==> config.mk <==
export PLATFORM = sky130hd
export DESIGN_NAME = fsm_ring
export DESIGN_NICKNAME = d
export VERILOG_FILES = /design/src/rtl/fsm_ring.sv
export SDC_FILE = /design/constraint.sdc
export NUM_CORES = 1
export LEC_CHECK = 0
export ABC_AREA = 0
export CORE_ASPECT_RATIO = 0.9
export CORE_MARGIN = 4
export CORE_UTILIZATION = 42
export CTS_CLUSTER_DIAMETER = 200
export DETAILED_ROUTE_END_ITERATION = 6
export PLACE_DENSITY = 0.78
export SLEW_MARGIN = 10
export SYNTH_ARGS = -nofsm -noshare
export SYNTH_HDL_FRONTEND = slang
export SYNTH_SLANG_ARGS = --single-unit
==> constraint.sdc <==
create_clock -name clock -period 3.7 [get_ports clock]
set_input_delay 0.925 -clock clock [delete_from_list [all_inputs] [get_ports clock]]
set_output_delay 0.925 -clock clock [all_outputs]
set_load 0.005 [all_outputs]
==> src/rtl/fsm_ring.sv <==
// fsm_ring: a ring of N_STATES programmable state codes. The machine steps
// forward or backward from the highest-indexed state whose code matches y and
// whose go bit is set. It recovers to code 0 when y matches no code.
// Optional feature macro: FSM_RING_STATS_EN adds a saturating wrap counter
// on port wrap_count.
module fsm_ring #(
  parameter int N_STATES = 9,
  parameter int W        = 4,
  parameter int CNT_W    = 8
) (
  input  logic                          clock,
  input  logic                          reset,
  input  logic                          en,
  input  logic                          dir,
  input  logic [N_STATES-1:0]           go,
  input  logic [N_STATES*W-1:0]         codes,
  output logic [W-1:0]                  y,
  output logic [$clog2(N_STATES)-1:0]   idx,
  output logic                          illegal,
  output logic                          step,
`ifdef FSM_RING_STATS_EN
  output logic                          wrap,
  output logic [CNT_W-1:0]              wrap_count
`else
  output logic                          wrap
`endif
);

  localparam int IDX_W = $clog2(N_STATES);

  logic [W-1:0]     y_q, y_d;
  logic [IDX_W-1:0] idx_q, idx_d;
  logic             step_q, step_d;
  logic             wrap_q, wrap_d;
  logic             init_q, init_d;

  logic [W-1:0]     code_arr [N_STATES];
  logic             any_match;
  logic             sel_found;
  logic [IDX_W-1:0] sel_idx;
  logic [IDX_W-1:0] tgt_idx;
  logic             tgt_wrap;

  // Unpack codes, detect any match and pick the highest matching index with go set.
  always_comb begin
    any_match = 1'b0;
    sel_found = 1'b0;
    sel_idx   = '0;
    for (int k = 0; k < N_STATES; k++) begin
      code_arr[k] = codes[k*W +: W];
      if (y_q == code_arr[k]) begin
        any_match = 1'b1;
        if (go[k]) begin
          sel_found = 1'b1;
          sel_idx   = IDX_W'(k);
        end
      end
    end
  end

  // Neighbour of the selected state in the requested direction, flagging the seam.
  always_comb begin
    tgt_idx  = '0;
    tgt_wrap = 1'b0;
    if (!dir) begin
      if (sel_idx == IDX_W'(N_STATES - 1)) begin
        tgt_idx  = '0;
        tgt_wrap = 1'b1;
      end else begin
        tgt_idx = sel_idx + IDX_W'(1);
      end
    end else begin
      if (sel_idx == '0) begin
        tgt_idx  = IDX_W'(N_STATES - 1);
        tgt_wrap = 1'b1;
      end else begin
        tgt_idx = sel_idx - IDX_W'(1);
      end
    end
  end

  // Illegal only once the init phase is over; codes changes show up without an edge.
  assign illegal = ~init_q & ~any_match;

  // Next-state logic: init load, step, recovery, or hold.
  always_comb begin
    y_d    = y_q;
    idx_d  = idx_q;
    step_d = 1'b0;
    wrap_d = 1'b0;
    init_d = init_q;
    if (init_q) begin
      y_d    = code_arr[0];
      idx_d  = '0;
      init_d = 1'b0;
    end else if (en) begin
      if (illegal) begin
        y_d   = code_arr[0];
        idx_d = '0;
      end else if (sel_found) begin
        y_d    = code_arr[tgt_idx];
        idx_d  = tgt_idx;
        step_d = 1'b1;
        wrap_d = tgt_wrap;
      end
    end
  end

  // State register with asynchronous active-low reset re-entering the init phase.
  always_ff @(posedge clock or negedge reset) begin
    if (!reset) begin
      y_q    <= '0;
      idx_q  <= '0;
      step_q <= 1'b0;
      wrap_q <= 1'b0;
      init_q <= 1'b1;
    end else begin
      y_q    <= y_d;
      idx_q  <= idx_d;
      step_q <= step_d;
      wrap_q <= wrap_d;
      init_q <= init_d;
    end
  end

  assign y    = y_q;
  assign idx  = idx_q;
  assign step = step_q;
  assign wrap = wrap_q;

`ifdef FSM_RING_STATS_EN
  logic [CNT_W-1:0] wrap_count_q, wrap_count_d;

  // Count seam crossings, sticking at all-ones.
  always_comb begin
    wrap_count_d = wrap_count_q;
    if (wrap_d && (wrap_count_q != {CNT_W{1'b1}})) begin
      wrap_count_d = wrap_count_q + CNT_W'(1);
    end
  end

  // Wrap counter register, cleared only by reset.
  always_ff @(posedge clock or negedge reset) begin
    if (!reset) begin
      wrap_count_q <= '0;
    end else begin
      wrap_count_q <= wrap_count_d;
    end
  end

  assign wrap_count = wrap_count_q;
`else
  logic [CNT_W-1:0] stats_unused;
  assign stats_unused = '0;
`endif

endmodule

After elaboration in Yosys (flattened, before gate mapping). Cells that the tools add are included.

Register bits: 11. Bits of input ports: 49. Logic and storage cells: 94.

Add/sub/neg operators: 2. Order comparisons: 1. Eq/ne operators: 10. Muxes and demuxes: 68. Bitwise gates (word level): 4. Reductions and logical operators: 4.

Operator list (number): 2-to-1 mux 4 bit (27); 2-to-1 mux 1 bit (40); equality test 4 bit (9); binary-select mux 4 bit (select 4 bit) (1); greater-or-equal comparator 5 bit (second input constant) (1); NOT 4 -> 5 bit (1); adder 4 x 1 -> 4 bit (second input constant) (1); equality test 4 bit (second input constant) (1); zero test 4 bit (1); subtractor 4 x 1 -> 4 bit (second input constant) (1); nonzero test 3 bit (1); NOT 1 bit (2); AND reduction 2 bit (1); nonzero test 2 bit (1); AND 1 bit (1).

Longest topological paths before layout.
Depth in word-level cells: 27. Depth in mapped cells: 20.

Least setup slack after synthesis. Ideal clock, no wire load.

Kind: input to register. Start: input port codes[9]. End: register y_q[0], in the netlist y[0]. Setup time: 0.094 ns. Arrival time: 3.797 ns. Required time: 3.606 ns. Slack: -0.191 ns. Stages on the path: 18. Path buffers: 3. Cells stage by stage: xor2_1 nor4_1 a211oi_1 o2111ai_1 nand2_1 inv_1 ha_1 clkbuf_1 inv_1 a211oi_1 a31oi_1 nand3_1 buf_4 buf_8 mux2i_1 a22oi_1 o2111ai_1 a221oi_2.

Cells in the longest elaborated chain, start to end: 25. Elaborated cells between the ends (all ways): 53.

RTL lines: start: declaration (RTL line 16) `input logic [N_STATES*W-1:0] codes,`; equality test 4 bit * (RTL line 51) `if (y_q == code_arr[k]) begin`; 2-to-1 mux 4 bit (RTL line 51); 2-to-1 mux 4 bit (RTL line 53) `if (go[k]) begin`; 2-to-1 mux 4 bit (RTL line 51); 2-to-1 mux 4 bit (RTL line 53); 2-to-1 mux 4 bit (RTL line 51); 2-to-1 mux 4 bit (RTL line 53); 2-to-1 mux 4 bit (RTL line 51); (+8 left out); 2-to-1 mux 4 bit (RTL line 65) `if (!dir) begin`; NOT 4 -> 5 bit (not written as such) (RTL line 101) `y_d = code_arr[tgt_idx];`; binary-select mux 4 bit (select 4 bit) (RTL line 101); 2-to-1 mux 4 bit (not written as such) (2 in a row) (RTL line 101); 2-to-1 mux 4 bit (RTL line 100) `end else if (sel_found) begin`; 2-to-1 mux 4 bit (RTL line 97) `if (illegal) begin`; 2-to-1 mux 4 bit (RTL line 96) `end else if (en) begin`; 2-to-1 mux 4 bit (RTL line 92) `if (init_q) begin`; end signal: assignment (RTL line 118) `y_q <= y_d;`; end: declaration (RTL line 31) `logic [W-1:0] y_q, y_d;`.

Every way passes the cells marked *; elsewhere a longest branch is shown, timed or not. The select of a mux whose other input is x is not followed. A chain may end at the register's enable or synchronous reset.

Final worst setup path.
Start: input port codes[10]. End: register y_q[3], in the netlist y[3].

The elaborated chain is that of the path after synthesis.

==> metrics.txt <==
# TYPE chip_impl_metric gauge
chip_impl_metric{name="max_clock_buf_depth",unit=""} 2
chip_impl_metric{name="row_count",unit=""} 22
chip_impl_info{name="post_synth_main_area_contributors",value="sky130_fd_sc_hd__dfrtp_1 14%, sky130_fd_sc_hd__xor2_1 14%, sky130_fd_sc_hd__mux2i_1 6.7%"} 1
chip_impl_metric{name="number_of_violations_of_the_max_capacitance_limit",unit=""} 0
chip_impl_metric{name="achievable-frequency",unit="MHz"} 270
chip_impl_metric{name="share_clk_of_total_power",unit=""} 0.045
chip_impl_metric{name="detail_route.vias_per_cell",unit=""} 5.92
chip_impl_metric{name="htree_num_levels",unit=""} 1
chip_impl_info{name="synth_area_leader_cell",value="sky130_fd_sc_hd__dfrtp_1"} 1
chip_impl_info{name="holdCritPathClass",value="register to register"} 1
chip_impl_metric{name="worst_setup_hold_path_clk_slew",unit="ns"} 0.05
chip_impl_metric{name="vias",unit=""} 2201
chip_impl_info{name="outcome",value="complete, but fails checks"} 1
chip_impl_metric{name="syn_area_per_cell",unit="um^2"} 8.67
chip_impl_metric{name="finalClockSkew",unit="ns"} 0.00246
chip_impl_metric{name="detailed_place_hpwl",unit="mm"} 4.53
chip_impl_metric{name="drive_gt1_frac",unit=""} 0.562
chip_impl_metric{name="postRouteWirelength",unit="mm"} 7.73
chip_impl_metric{name="multi_input_comb_area",unit="um^2"} 1800
chip_impl_metric{name="synthesis.nets",unit=""} 257
chip_impl_metric{name="final_antenna_net_count",unit=""} 0
chip_impl_metric{name="floorplan.initialDensity",unit=""} 0.435
chip_impl_metric{name="power_frac_comb",unit=""} 0.854
chip_impl_metric{name="synth-edff-count",unit=""} 0
chip_impl_metric{name="final.period_utilization",unit=""} 1.00
chip_impl_metric{name="synth.ff_latch_count",unit=""} 11
chip_impl_metric{name="worst-endpoint-arrival",unit="ns"} 3.85
chip_impl_metric{name="grt-ovfl-total",unit=""} 0
chip_impl_metric{name="peakVddDrop",unit="mV"} 0.361
chip_impl_metric{name="max_slew.worst_pin.slew",unit="ns"} 0.507
chip_impl_metric{name="synth_async_sr_flop_share",unit=""} 1.00
chip_impl_metric{name="grt_start_max_net_pins",unit=""} 13
chip_impl_info{name="clock_root_buffer",value="sky130_fd_sc_hd__clkbuf_8"} 1
chip_impl_info{name="r2r-end",value="y[3]"} 1
chip_impl_metric{name="max-slew-margin-rel",unit=""} 0.661
chip_impl_metric{name="finalInstanceArea",unit="um^2"} 3270
chip_impl_metric{name="detailed_place.area",unit="um^2"} 2660
chip_impl_metric{name="critPathRequiredTime",unit="ns"} 3.85
chip_impl_metric{name="clock_latency_reported_for_the_late_side_of_the_worst_skew_pair",unit="ns"} 0.24
chip_impl_metric{name="crit_path_max_fanout",unit=""} 5
chip_impl_metric{name="min_path_cells",unit=""} 1
chip_impl_info{name="crit-reg2reg-launch",value="y[1]"} 1
chip_impl_metric{name="power.leakage",unit="nW"} 1.42
chip_impl_metric{name="reg2reg_slack",unit="ns"} 0.08
chip_impl_metric{name="synth_top_area_share",unit=""} 0.140
chip_impl_metric{name="switching_share",unit=""} 0.466
chip_impl_metric{name="ant_cells",unit=""} 0
chip_impl_metric{name="grt_first_pass_wirelength",unit="mm"} 11.4
chip_impl_metric{name="synth_area",unit="um^2"} 1790
chip_impl_metric{name="final_core_util",unit=""} 0.798
chip_impl_metric{name="cts-buffers-inserted",unit=""} 3
chip_impl_metric{name="fillCellCount",unit=""} 242
chip_impl_metric{name="area_growth_syn_to_layout",unit="%"} 83.3
chip_impl_metric{name="finish.net_count",unit=""} 376
chip_impl_metric{name="final-seq-area",unit="um^2"} 280
chip_impl_info{name="worst-setup-path-type",value="input pin to register"} 1
chip_impl_metric{name="switching_power_total",unit="mW"} 1.28
chip_impl_info{name="timing.hold.worst.start",value="idx[2]"} 1
chip_impl_metric{name="instance_count_of_the_mapped_netlist",unit=""} 206
chip_impl_metric{name="maxSlewViolCount",unit=""} 0
chip_impl_info{name="worst_setup_path_start_kind",value="input pin"} 1
chip_impl_metric{name="dr.pass1.iters",unit=""} 4
chip_impl_metric{name="synth.yosys.seq_area_share",unit=""} 0.155
chip_impl_metric{name="port-buffer-count",unit=""} 59
chip_impl_info{name="hold-path-endpoint",value="idx[2]"} 1
chip_impl_metric{name="p_per_area",unit="nW/um^2"} 836
chip_impl_metric{name="timing.final.crit_period",unit="ns"} 3.70
chip_impl_metric{name="detailedRoute.firstIterationViolations",unit=""} 150
chip_impl_info{name="failed_checks",value="negative setup slack"} 1
chip_impl_metric{name="core_area",unit="um^2"} 4100
chip_impl_metric{name="cellInternalPower",unit="mW"} 1.46
chip_impl_metric{name="die-height",unit="um"} 69.9
chip_impl_metric{name="grt_pass1_vias",unit=""} 2256
chip_impl_metric{name="worst-r2r-cell-count",unit=""} 18
chip_impl_metric{name="setup_viol",unit=""} 1
chip_impl_metric{name="die_area",unit="um^2"} 5360
chip_impl_metric{name="post-route-worst-setup-slack",unit="ns"} -0.00174
chip_impl_metric{name="p_seq_frac",unit=""} 0.101
chip_impl_metric{name="hold_viol_final",unit=""} 0
chip_impl_info{name="cp-end-kind",value="register"} 1
chip_impl_metric{name="die_w",unit="um"} 76.7
chip_impl_info{name="tritoncts_clock_tree",value="yes"} 1
chip_impl_info{name="unrepaired_setup_endpoints_after_global_routing",value="yes"} 1
chip_impl_metric{name="grt_usage",unit=""} 0.266
chip_impl_metric{name="cts_hold_buf",unit=""} 0
chip_impl_metric{name="p_total",unit="mW"} 2.74
chip_impl_metric{name="yosysWarningCount",unit=""} 0
chip_impl_metric{name="io-pin-count",unit=""} 60
chip_impl_metric{name="synth.distinct_cells",unit=""} 51
chip_impl_metric{name="detail_route.wl_per_cell",unit="um"} 20.8
chip_impl_metric{name="final_replace_weighted_congestion",unit=""} 0.914
chip_impl_metric{name="drcViolationCount",unit=""} 0
chip_impl_info{name="synth_top_flop_cell",value="sky130_fd_sc_hd__dfrtp_1"} 1
chip_impl_metric{name="antenna_found_initial",unit=""} 0
chip_impl_metric{name="cts.sink_count",unit=""} 11
==> worst max-delay path: stages <==
cell                        delay, ns
sky130_fd_sc_hd__buf_6           0.10
sky130_fd_sc_hd__xor2_2          0.15
sky130_fd_sc_hd__nor4_2          0.33
sky130_fd_sc_hd__buf_4           0.20
sky130_fd_sc_hd__a22o_1          0.16
sky130_fd_sc_hd__nand2_1         0.08
sky130_fd_sc_hd__a21oi_2         0.18
sky130_fd_sc_hd__inv_2           0.06
sky130_fd_sc_hd__ha_4            0.17
sky130_fd_sc_hd__and4_4          0.18
sky130_fd_sc_hd__a31oi_4         0.21
sky130_fd_sc_hd__nand3_4         0.14
sky130_fd_sc_hd__buf_12          0.16
sky130_fd_sc_hd__mux2i_1         0.13
sky130_fd_sc_hd__a22oi_2         0.24
sky130_fd_sc_hd__o2111ai_4       0.15
sky130_fd_sc_hd__a221oi_2        0.26
==> cells in the mapped netlist, types with 8 or more instances <==
cell and number:
sky130_fd_sc_hd__mux2i_1 12, sky130_fd_sc_hd__inv_1 15, sky130_fd_sc_hd__nor2_1 9, sky130_fd_sc_hd__nand2_1 15, sky130_fd_sc_hd__xor2_1 28, sky130_fd_sc_hd__dfrtp_1 10
sky130_fd_sc_hd__xnor2_1 9, sky130_fd_sc_hd__nand3_1 8
==> state kept, by name (all words and copies together) (netlist names) <==
name,count
step,1
init_q,1
idx,4
y,4
wrap,1
==> worst max-delay path by stage <==
stage	startpoint	endpoint	cells after the start
3_5_place_dp	codes[13]	y[3]	17
3_3_place_gp	codes[13]	y[3]	17
6_report	codes[10]	y[3]	17
2_1_floorplan	codes[10]	y[0]	17
4_1_cts	codes[9]	y[1]	18
5_1_grt	codes[17]	y[2]	15
==> power groups by stage <==
stage | clock [mW] | sequential, mW | combinational, mW
after detailed placement | 0 | 0.229 | 1.57
after CTS | 0.124 | 0.249 | 2.05
after floorplan | 0 | 0.176 | 1.12
final | 0.124 | 0.277 | 2.34
after global routing | 0.127 | 0.281 | 2.47
after global placement | 0 | 0.228 | 1.54
==> cell type report <==
type	instances	share of cell area
Clock buffer	4	0.0138
Inverter	16	0.0183
Multi-Input combinational cell	167	0.550
Sequential cell	11	0.0856
Tap cell	48	0.0183
Timing Repair Buffer	126	0.313
==> kinds of logic after synthesis <==
family | synth area share
muxes | 0.0988
DFF | 0.155
xor gates and xnor gates | 0.182
and+or+nand+nor | 0.214
adders and majority gates | 0.0140
buffers and inverters | 0.0925
AOI/OAI and AO/OA | 0.242
other | 0.00210
==> placed cells by master (no fill, tap or decap), drive strengths merged, types with 6 or more instances in the layout <==
| master | instances |
|---|---|
| a22oi | 6 |
| inv | 15 |
| nor4 | 10 |
| dlygate4sd2 | 10 |
| nand2 | 16 |
| xor2 | 28 |
| clkbuf | 27 |
| clkdlybuf4s50 | 21 |
| buf | 69 |
| nand3 | 8 |
| dfrtp | 10 |
| nor2 | 9 |
| xnor2 | 9 |
| mux2i | 12 |
==> metrics by stage <==
| stage | hold slack, ns | setup slack, ns | cells | TNS, ns |
|---|---|---|---|---|
| after floorplan | 0.473 | 0.0204 | 206 | 0 |
| after global placement | 0.498 | -0.450 | 342 | -2.14 |
| after detailed placement | 0.482 | -0.564 | 342 | -2.76 |
| after CTS | 0.514 | 0.0131 | 364 | 0 |
| after global routing | 0.543 | -0.172 | 372 | -0.659 |
| final | 0.505 | -0.00174 | 372 | -0.00174 |
==> routing by layer <==
layer  routed length, um  track usage
met1                3130        0.347
met2                3710        0.440
met3                 624       0.0477
met4                 264       0.0946
met5                   0            0
==> repair_timing <==
| item | 4_1_cts | 5_1_grt |
|---|---|---|
| cloned | 2 | 0 |
| gates resized for setup | 81 | 93 |
| setup buffers | 16 | 10 |
| pin swaps | 36 | 39 |
| setup endpoints to repair | 5 | 5 |
No activity file was read; power rests on OpenSTA's default activity.
